--- src/rtl/ibex_pkg.sv ---
// Shared writeback-queue types: instruction class and the per-entry payload record.
package ibex_pkg;

    typedef enum logic [1:0] {
        WB_INSTR_LOAD  = 2'd0,
        WB_INSTR_STORE = 2'd1,
        WB_INSTR_OTHER = 2'd2
    } wb_instr_type_e;

    typedef struct packed {
        wb_instr_type_e instr_type;
        logic           we;
        logic [4:0]     waddr;
        logic [31:0]    wdata;
        logic [31:0]    pc;
        logic           compressed;
        logic           count;
        logic           dummy;
    } wb_entry_t;

    // A load owns its destination register even before its data has returned.
    function automatic logic wb_entry_claims_rd(input wb_entry_t e);
        return e.we | (e.instr_type == WB_INSTR_LOAD);
    endfunction

endpackage

--- src/rtl/ibex_wb_fwd_sel.sv ---
// Youngest-match selector for one ID read port: forwards completed results, flags pending loads.
module ibex_wb_fwd_sel
    import ibex_pkg::*;
#(
    parameter int unsigned Depth = 2,
    localparam int unsigned PtrW = (Depth > 1) ? $clog2(Depth) : 1
) (
    input  logic [Depth-1:0] valid_i,
    input  wb_entry_t        entries_i [Depth],
    input  logic [PtrW-1:0]  head_i,
    input  logic [4:0]       raddr_i,
    output logic             hit_o,
    output logic             hazard_o,
    output logic [31:0]      data_o
);

    logic [PtrW-1:0] age_idx [Depth];
    logic [Depth:0]  hit_c;
    logic [Depth:0]  haz_c;
    logic [31:0]     data_c [Depth+1];

    assign hit_c[0]  = 1'b0;
    assign haz_c[0]  = 1'b0;
    assign data_c[0] = '0;

    // Walk entries oldest (head) to youngest; a later match overrides an earlier one.
    for (genvar g = 0; g < Depth; g++) begin : g_age
        logic [PtrW:0] sum;
        logic          match;
        logic          is_load;

        assign sum        = {1'b0, head_i} + (PtrW+1)'(g);
        assign age_idx[g] = (sum >= (PtrW+1)'(Depth)) ? PtrW'(sum - (PtrW+1)'(Depth))
                                                      : sum[PtrW-1:0];
        assign is_load    = entries_i[age_idx[g]].instr_type == WB_INSTR_LOAD;
        assign match      = valid_i[age_idx[g]] & wb_entry_claims_rd(entries_i[age_idx[g]]) &
                            (entries_i[age_idx[g]].waddr == raddr_i) & (raddr_i != 5'd0);

        assign hit_c[g+1]  = match ? ~is_load : hit_c[g];
        assign haz_c[g+1]  = match ? is_load  : haz_c[g];
        assign data_c[g+1] = match ? (is_load ? 32'd0 : entries_i[age_idx[g]].wdata) : data_c[g];
    end

    assign hit_o    = hit_c[Depth];
    assign hazard_o = haz_c[Depth];
    assign data_o   = data_c[Depth];

endmodule

--- src/rtl/ibex_wb_queue.sv ---
// In-order multi-entry writeback queue: retires one entry per cycle and serves
// forwarding/hazard information for both ID read ports.
module ibex_wb_queue
    import ibex_pkg::*;
#(
    parameter bit          ResetAll          = 1'b0,
    parameter int unsigned Depth             = 2,
    parameter bit          DummyInstructions = 1'b0,
    localparam int unsigned CntW             = $clog2(Depth + 1)
) (
    input  logic                clk_i,
    input  logic                rst_ni,

    input  logic                en_wb_i,
    input  wb_instr_type_e      instr_type_wb_i,
    input  logic [31:0]         pc_id_i,
    input  logic                instr_is_compressed_id_i,
    input  logic                instr_perf_count_id_i,
    input  logic [4:0]          rf_waddr_id_i,
    input  logic [31:0]         rf_wdata_id_i,
    input  logic                rf_we_id_i,
    input  logic                dummy_instr_id_i,
    input  logic [4:0]          rf_raddr_a_i,
    input  logic [4:0]          rf_raddr_b_i,

    input  logic                lsu_resp_valid_i,
    input  logic                lsu_resp_err_i,
    input  logic [31:0]         rf_wdata_lsu_i,
    input  logic                rf_we_lsu_i,

    output logic                ready_wb_o,
    output logic [4:0]          rf_waddr_wb_o,
    output logic [31:0]         rf_wdata_wb_o,
    output logic                rf_we_wb_o,
    output logic                fwd_hit_a_o,
    output logic                fwd_hit_b_o,
    output logic [31:0]         fwd_data_a_o,
    output logic [31:0]         fwd_data_b_o,
    output logic                hazard_a_o,
    output logic                hazard_b_o,
    output logic                outstanding_load_wb_o,
    output logic                outstanding_store_wb_o,
    output logic [31:0]         pc_wb_o,
    output logic                instr_done_wb_o,
    output logic                perf_instr_ret_wb_o,
    output logic                perf_instr_ret_compressed_wb_o,
    output logic [CntW-1:0]     perf_instr_ret_wb_spec_o,
    output logic [CntW-1:0]     perf_instr_ret_compressed_wb_spec_o,
    output logic                dummy_instr_wb_o
);

    localparam int unsigned PtrW = (Depth > 1) ? $clog2(Depth) : 1;

    logic [PtrW-1:0]  head_q, head_d, tail_q, tail_d;
    logic [CntW-1:0]  count_q, count_d;
    logic [Depth-1:0] valid_q, valid_d;
    wb_entry_t        entries_q [Depth];
    wb_entry_t        entries_d [Depth];

    wb_entry_t        head_entry, new_entry;
    logic             head_vld, head_is_other, head_done, enq, rf_we_head;
    logic [Depth-1:0] is_load, is_store, is_cnt, is_cnt_c;

    function automatic logic [PtrW-1:0] ptr_inc(input logic [PtrW-1:0] p);
        return (p == PtrW'(Depth - 1)) ? '0 : p + PtrW'(1);
    endfunction

    assign head_entry    = entries_q[head_q];
    assign head_vld      = valid_q[head_q];
    assign head_is_other = head_entry.instr_type == WB_INSTR_OTHER;
    assign head_done     = head_vld & (head_is_other | lsu_resp_valid_i);
    assign ready_wb_o    = (count_q < CntW'(Depth)) | head_done;
    assign enq           = en_wb_i & ready_wb_o;

    always_comb begin
        new_entry            = '0;
        new_entry.instr_type = instr_type_wb_i;
        new_entry.we         = rf_we_id_i;
        new_entry.waddr      = rf_waddr_id_i;
        new_entry.wdata      = rf_wdata_id_i;
        new_entry.pc         = pc_id_i;
        new_entry.compressed = instr_is_compressed_id_i;
        new_entry.count      = instr_perf_count_id_i;
        new_entry.dummy      = DummyInstructions ? dummy_instr_id_i : 1'b0;
    end

    // When full, head and tail coincide: clearing before setting keeps the slot valid.
    always_comb begin
        head_d    = head_q;
        tail_d    = tail_q;
        valid_d   = valid_q;
        entries_d = entries_q;
        if (head_done) begin
            valid_d[head_q] = 1'b0;
            head_d          = ptr_inc(head_q);
        end
        if (enq) begin
            valid_d[tail_q]   = 1'b1;
            entries_d[tail_q] = new_entry;
            tail_d            = ptr_inc(tail_q);
        end
        count_d = count_q + CntW'(enq) - CntW'(head_done);
    end

    always_ff @(posedge clk_i or negedge rst_ni) begin
        if (!rst_ni) begin
            head_q  <= '0;
            tail_q  <= '0;
            count_q <= '0;
            valid_q <= '0;
        end else begin
            head_q  <= head_d;
            tail_q  <= tail_d;
            count_q <= count_d;
            valid_q <= valid_d;
        end
    end

    if (ResetAll) begin : g_payload_rst
        always_ff @(posedge clk_i or negedge rst_ni) begin
            if (!rst_ni) begin
                entries_q <= '{default: '0};
            end else begin
                entries_q <= entries_d;
            end
        end
    end else begin : g_payload_nr
        always_ff @(posedge clk_i) begin
            entries_q <= entries_d;
        end
    end

    assign rf_we_head     = head_done & head_is_other & head_entry.we;
    assign rf_we_wb_o     = rf_we_head | rf_we_lsu_i;
    assign rf_wdata_wb_o  = ({32{rf_we_head}} & head_entry.wdata) |
                            ({32{rf_we_lsu_i}} & rf_wdata_lsu_i);
    assign rf_waddr_wb_o  = head_vld ? head_entry.waddr : 5'd0;
    assign pc_wb_o        = head_vld ? head_entry.pc : 32'd0;

    assign instr_done_wb_o                = head_done;
    assign perf_instr_ret_wb_o            = head_done & head_entry.count &
                                            ~(lsu_resp_valid_i & lsu_resp_err_i);
    assign perf_instr_ret_compressed_wb_o = perf_instr_ret_wb_o & head_entry.compressed;
    assign dummy_instr_wb_o               = head_vld & head_entry.dummy;

    for (genvar g = 0; g < Depth; g++) begin : g_flags
        assign is_load[g]  = valid_q[g] & (entries_q[g].instr_type == WB_INSTR_LOAD);
        assign is_store[g] = valid_q[g] & (entries_q[g].instr_type == WB_INSTR_STORE);
        assign is_cnt[g]   = valid_q[g] & entries_q[g].count;
        assign is_cnt_c[g] = is_cnt[g] & entries_q[g].compressed;
    end

    assign outstanding_load_wb_o               = |is_load;
    assign outstanding_store_wb_o              = |is_store;
    assign perf_instr_ret_wb_spec_o            = CntW'($countones(is_cnt));
    assign perf_instr_ret_compressed_wb_spec_o = CntW'($countones(is_cnt_c));

    ibex_wb_fwd_sel #(.Depth(Depth)) u_fwd_a (
        .valid_i   (valid_q),
        .entries_i (entries_q),
        .head_i    (head_q),
        .raddr_i   (rf_raddr_a_i),
        .hit_o     (fwd_hit_a_o),
        .hazard_o  (hazard_a_o),
        .data_o    (fwd_data_a_o)
    );

    ibex_wb_fwd_sel #(.Depth(Depth)) u_fwd_b (
        .valid_i   (valid_q),
        .entries_i (entries_q),
        .head_i    (head_q),
        .raddr_i   (rf_raddr_b_i),
        .hit_o     (fwd_hit_b_o),
        .hazard_o  (hazard_b_o),
        .data_o    (fwd_data_b_o)
    );

`ifndef SYNTHESIS
    // LSU responses always target the head, which must be an outstanding memory op.
    a_we_onehot0: assert property (@(posedge clk_i) disable iff (!rst_ni)
        $onehot0({rf_we_head, rf_we_lsu_i}));
    a_resp_head_lsu: assert property (@(posedge clk_i) disable iff (!rst_ni)
        lsu_resp_valid_i |-> (head_vld && !head_is_other));
    a_resp_not_empty: assert property (@(posedge clk_i) disable iff (!rst_ni)
        lsu_resp_valid_i |-> (count_q != '0));
`endif

endmodule

--- config.mk ---
export PLATFORM = sky130hd
export DESIGN_NAME = ibex_wb_queue
export DESIGN_NICKNAME = d
export VERILOG_FILES = /design/src/rtl/ibex_pkg.sv /design/src/rtl/ibex_wb_fwd_sel.sv /design/src/rtl/ibex_wb_queue.sv
export SDC_FILE = /design/constraint.sdc
export NUM_CORES = 1
export LEC_CHECK = 0
export CAP_MARGIN = 20
export CORE_MARGIN = 3
export CORE_UTILIZATION = 25
export DETAILED_ROUTE_END_ITERATION = 6
export SKIP_CTS_REPAIR_TIMING = 1
export SLEW_MARGIN = 10
export SYNTH_ARGS = -nofsm -noshare
export SYNTH_HDL_FRONTEND = slang
export SYNTH_HIERARCHICAL = 1
export SYNTH_SLANG_ARGS = --single-unit
--- constraint.sdc ---
create_clock -name clk_i -period 6 [get_ports clk_i]
set_input_delay 1.2 -clock clk_i [delete_from_list [all_inputs] [get_ports clk_i]]
set_output_delay 1.2 -clock clk_i [all_outputs]
set_load 0.02 [all_outputs]
# After elaboration in Yosys (flattened, before gate mapping)
# Cells that the tools add are included.
# Widths: inputs -> output; s select.
# totals
output_inout_bits	149
wordCells	150
register_bits	156
# classes
muxes	44
n_bitwise	45
order_cmp	14
n_reduce_logical	11
n_eq_ne	7
add_sub_neg	9
# op_table
cell	n
$mux 75	10
$mux 32	7
$bwmux 150	1
$demux 75 s1	1
$and 32x32->32	2
$or 32x32->32	1
$and 1x1->1	27
$eq 5x5->1	4
$mux 1	20
$ge 2x2->1 const B	5
$reduce_bool 5->1	2
$logic_not 2->1	4
$lt 1x2->1 const B	4
$not 1->2	4
$mux 5	1
$or 1x1->1	5
$add 1x1->2	2
$eq 2x1->1 const B	2
$mux 2	2
$reduce_or 2->1	2
$logic_and 1x1->1	3
$not 1->1	3
$add 1x1->1 const B	2
$add 1x1->2 const B	1
12 further kinds	15

# Longest topological paths before layout
# Gate-level depths: netlist of run 1.
# depth
ltp_word	13
ltp_mapped	10
ltp_nobuf	7

# Cells and area by module
# Netlist of run 1, hierarchy kept.
# by_module_without_submodules
module	seq_area_each_um2	instances	area_per_inst_um2	cells_each
ibex_wb_queue	4594.4	1	6010.8	366
ibex_wb_fwd_sel	0.0	2	1709.1	252

# Least setup slack after synthesis of run 1
# Ideal clock, no wire load.
# synth_path
kind	input port to flip-flop
from	in lsu_resp_valid_i
to	reg entries_q[10] in the netlist's numbering (enable)
t_required_ns	5.493
t_arrival_ns	4.581
setup_slack_ns	0.912
path_stages	3
path_buffers	0
cell_sequence	o31a_2 -> a21boi_4 -> nor2_1
# synth_via
elab_chain_len	4
# synth_lines
element	line_no	rtl
from (decl)	ibex_wb_queue.sv:26	input logic lsu_resp_valid_i,
$or 1x1->1	ibex_wb_queue.sv:71	assign head_done = head_vld & (head_is_other | lsu_resp_valid_i);
$and 1x1->1	ibex_wb_queue.sv:71	
$or 1x1->1	ibex_wb_queue.sv:72	assign ready_wb_o = (count_q < CntW'(Depth)) | head_done;
$and 1x1->1	ibex_wb_queue.sv:73	assign enq = en_wb_i & ready_wb_o;
to (signal assigned)	ibex_wb_queue.sv:129	entries_q <= entries_d;
to (decl)	ibex_wb_queue.sv:57	wb_entry_t entries_q [Depth];
# Every way passes these cells.
# A chain may end at the register's enable or synchronous reset.

# Worst setup path after layout of run 1
# layout_path
from	in rf_raddr_b_i[3]
to	out fwd_data_b_o[23]
# layout_via
elab_chain_len	5
elab_cells_between_ends	9
classes_between	eq/ne: 2; mux: 2; bitwise: 4; reduce/logical: 1
# layout_lines
element	line_no	rtl
from (decl)	ibex_wb_queue.sv:24	input logic [4:0] rf_raddr_b_i,
$eq 5x5->1	ibex_wb_fwd_sel.sv:37	(entries_i[age_idx[g]].waddr == raddr_i) & (raddr_i != 5'd0);
$and 1x1->1	ibex_wb_fwd_sel.sv:36	assign match = valid_i[age_idx[g]] & wb_entry_claims_rd(entries_i[age_idx[g]]) &
$and 1x1->1	ibex_wb_fwd_sel.sv:37	
$mux 32	ibex_wb_fwd_sel.sv:41	assign data_c[g+1] = match ? (is_load ? 32'd0 : entries_i[age_idx[g]].wdata) : data_c[g];
$mux 32 (*)	ibex_wb_fwd_sel.sv:41	
to (decl)	ibex_wb_queue.sv:38	output logic [31:0] fwd_data_b_o,
# Every way passes the cells marked *; elsewhere a longest branch is shown, timed or not.

==> out/qor.yml, run 1 <==
status:
  outcome: "complete, but fails checks"
  violations: "DRC"
logic_synthesis:
  synthTopCellsByArea: "edfxtp_1, nand4_1, mux2i_1"
  yosysWarnings: 6
  yosysSeqAreaShare_pct: 48.7
  synthFlopType: "edfxtp_1"
  synth.avg_cell_area_sq_um: 10.8
  synth_area_leader_cell: "edfxtp_1"
  syn_nets: 996
  ys_ff_latch: 154
  synth_edf_count: 148
  synth_top_area_share_pct: 47.1
  netlist_area_sq_um: 9430
  synth_most_common_cell: "edfxtp_1"
  synth_cell_type_count: 52
  yosys-top-cells-count: "edfxtp_1, nand4_1, a21oi_1"
  synthArstFlopShare_pct: 3.90
  syn-instance-count: 870
timing:
  fin_skew_ns: 0.0102
  fin_tns_setup_ns: 0
  relSlewSlack_pct: 34.0
  period_needed_ns: 5.61
  setup-violations-final: 0
  fin_ws_ns: 0.388
  max_clock_freq_mhz: 178
  hold_viol: 0
  slew_violations: 0
  finalCritPeriodShare_pct: 93.5
  rsz0062_at_grt: "false"
  worst_slew_pin_slew_ns: 0.987
layout:
  final_nets: 1214
  fill_cells: 3638
  drive_gt1_share_pct: 7.90
  post-route-cell-area_sq_um: 13000
  diodes: 0
  regArea_sq_um: 4600
  multi_input_area_sq_um: 4080
  syn_to_final_growth_pct: 37.7
placement:
  io_buffer_count: 269
  gp_congestion: 0.785
  hpwl_microns: 22600
  placed_area_sq_um: 12400
  pre_cts_slack_ns: 0.423
clock_network:
  cts_buffer_depth: 2
  ctsRootBufferMaster: "clkbuf_16"
  cts.sinks: 154
  h-tree-depth: 4
  cts_made_buffers: 17
  clk_latency_ns: 0.44
  cts_tree: "done"
  cts.clk_slew.worst_paths_ns: 0.07
flow_run:
  cap_violations: 0
route:
  vias: 8545
  antenna_left: 0
  drc: 2
  drtPass1Iterations: 7
  drt-initial-drc-count: 925
  routedWlPerCell_microns: 21.2
  routed_wl_microns: 34000
  avgViaCountPerCell: 5.32
setup_path:
  crit_fanout: 28
  worstSetupStartpointType: "primary input"
  rr_endpoint: "entries_q[142]$_DFFE_PP_"
  crit_arrival_ns: 4.41
  r2r-start: "head_q$_DFFE_PN0P_"
  r2r_setup_slack_ns: 2.74
  rr_worst_depth: 6
  critPathKind: "primary input to output pin"
  crit_path_end_kind: "output pin"
  critPathRequiredTime_ns: 4.80
global_routing:
  antenna_found_initial: 1
  grt_first_pass_wirelength_microns: 51200
  grt_max_degree: 71
  grt_pass1_vias: 8356
  grt_use_total_pct: 16.2
  grt_overflow: 0
power:
  p_int_uw: 3390
  pwr-share-clk_pct: 18.1
  p_switching_uw: 2530
  powerDensity_nw_per_um2: 456
  peakVddDrop_uv: 199
  sw_frac_of_total_pct: 42.8
  p_leak_uw: 0.00436
  total_power_uw: 5920
  combPwrFrac_pct: 52.6
  p_seq_share_pct: 29.3
die:
  start_util_pct: 25.6
  die_h_microns: 200
  io_pins: 272
  num_rows: 70
  die_area_sq_um: 40100
  core-area_sq_um: 36900
  die_w_microns: 200
min_path:
  min_path_type: "flip-flop to flip-flop"
  hold_start: "count_q[0]$_DFF_PN0_"
  hold_path_depth: 1
  hold_end: "count_q[0]$_DFF_PN0_"
==> state kept, by name (all words and copies together), names as in the netlist <==
register and flops:
tail_q 1, valid_q 2, count_q 2, head_q 1
entries_q 148
==> critical path, stage by stage <==
cell	delay [ns]
clkdlybuf4s50_1	0.54
or4_1	0.14
nor2_1	0.06
nor3_1	0.32
and4_2	0.74
buf_4	0.38
a21oi_1	0.11
a32oi_1	0.23
clkdlybuf4s50_1	0.65
==> worst max-delay path by stage <==
stage,startpoint,to,slack (ns),cells past startpoint
floorplan,lsu_resp_valid_i,entries_q[10]$_DFFE_PP_,0.91,3
global placement,rf_raddr_b_i[3],fwd_data_b_o[23],0.44,9
detailed placement,rf_raddr_b_i[1],fwd_data_b_o[23],0.42,9
CTS,head_q$_DFFE_PN0P_,fwd_data_b_o[23],0.40,9
global route,head_q$_DFFE_PN0P_,fwd_data_b_o[23],0.14,9
finish,rf_raddr_b_i[3],fwd_data_b_o[23],0.39,9
==> power groups by stage <==
stage / Clock (uW) / Combinational (uW) / Sequential [uW]
2_1_floorplan: 0 / 1860 / 1660
3_3_place_gp: 0 / 3080 / 1740
3_5_place_dp: 0 / 3130 / 1760
4_1_cts: 1100 / 3150 / 1730
5_1_grt: 1150 / 3320 / 1770
6_report: 1070 / 3110 / 1730
==> placed cells by master, fill, tap and decap left out, types with 20 or more instances in the layout <==
cell type | synthesis | final
and3_1 | 30 | 29
nand2_1 | 48 | 48
a32oi_1 | 48 | 48
edfxtp_1 | 148 | 148
a32o_1 | 20 | 20
inv_1 | 35 | 35
clkdlybuf4s50_1 | 0 | 269
a21oi_1 | 64 | 64
nor2_1 | 52 | 50
mux2i_1 | 60 | 60
nand4_1 | 104 | 104
a222oi_1 | 34 | 34
==> layout make-up <==
cell class	instances	share of cell area, %
multi-input cells	584	31.4
flip-flops and latches	154	35.4
clock inverters	15	1.07
clock buffers	17	3.28
inverters	38	1.10
well taps	504	4.86
repair buffers	293	22.9
==> through the flow <==
stage / util (%) / std cells / hold WS (ns)
final: 35.2 / 1605 / 0.492
after global routing: 35.2 / 1605 / 0.512
after CTS: 35.2 / 1605 / 0.498
after detailed placement: 33.7 / 1573 / 0.482
after global placement: 33.6 / 1572 / 0.465
after floorplan: - / 870 / 0.456
==> logic make-up after synthesis <==
logic type,share of synthesized area (%)
multiplexers,7.21
AO/OA/AOI/OAI,16.9
XOR/XNOR,1.49
adder cells (fa/ha/maj),0.398
buffers and inverters,8.40
other,0.0398
flip-flops,48.7
AND/OR/NAND/NOR,16.9
==> metal layers <==
metal	global-route usage (%)	vias up	part of all wire, %
li1	-	3926	-
met1	21.1	4211	43
met2	26.4	342	47
met3	3.51	64	5.9
met4	6.29	2	3.4
met5	0	-	0.038
(Power assumes the default switching activity.)
==> run 2: changes to the inputs <==
GPL_TIMING_DRIVEN = 1   (was not set)
==> results of run 2 <==
Final layout, timing and power as in run 1 (identical DEF).
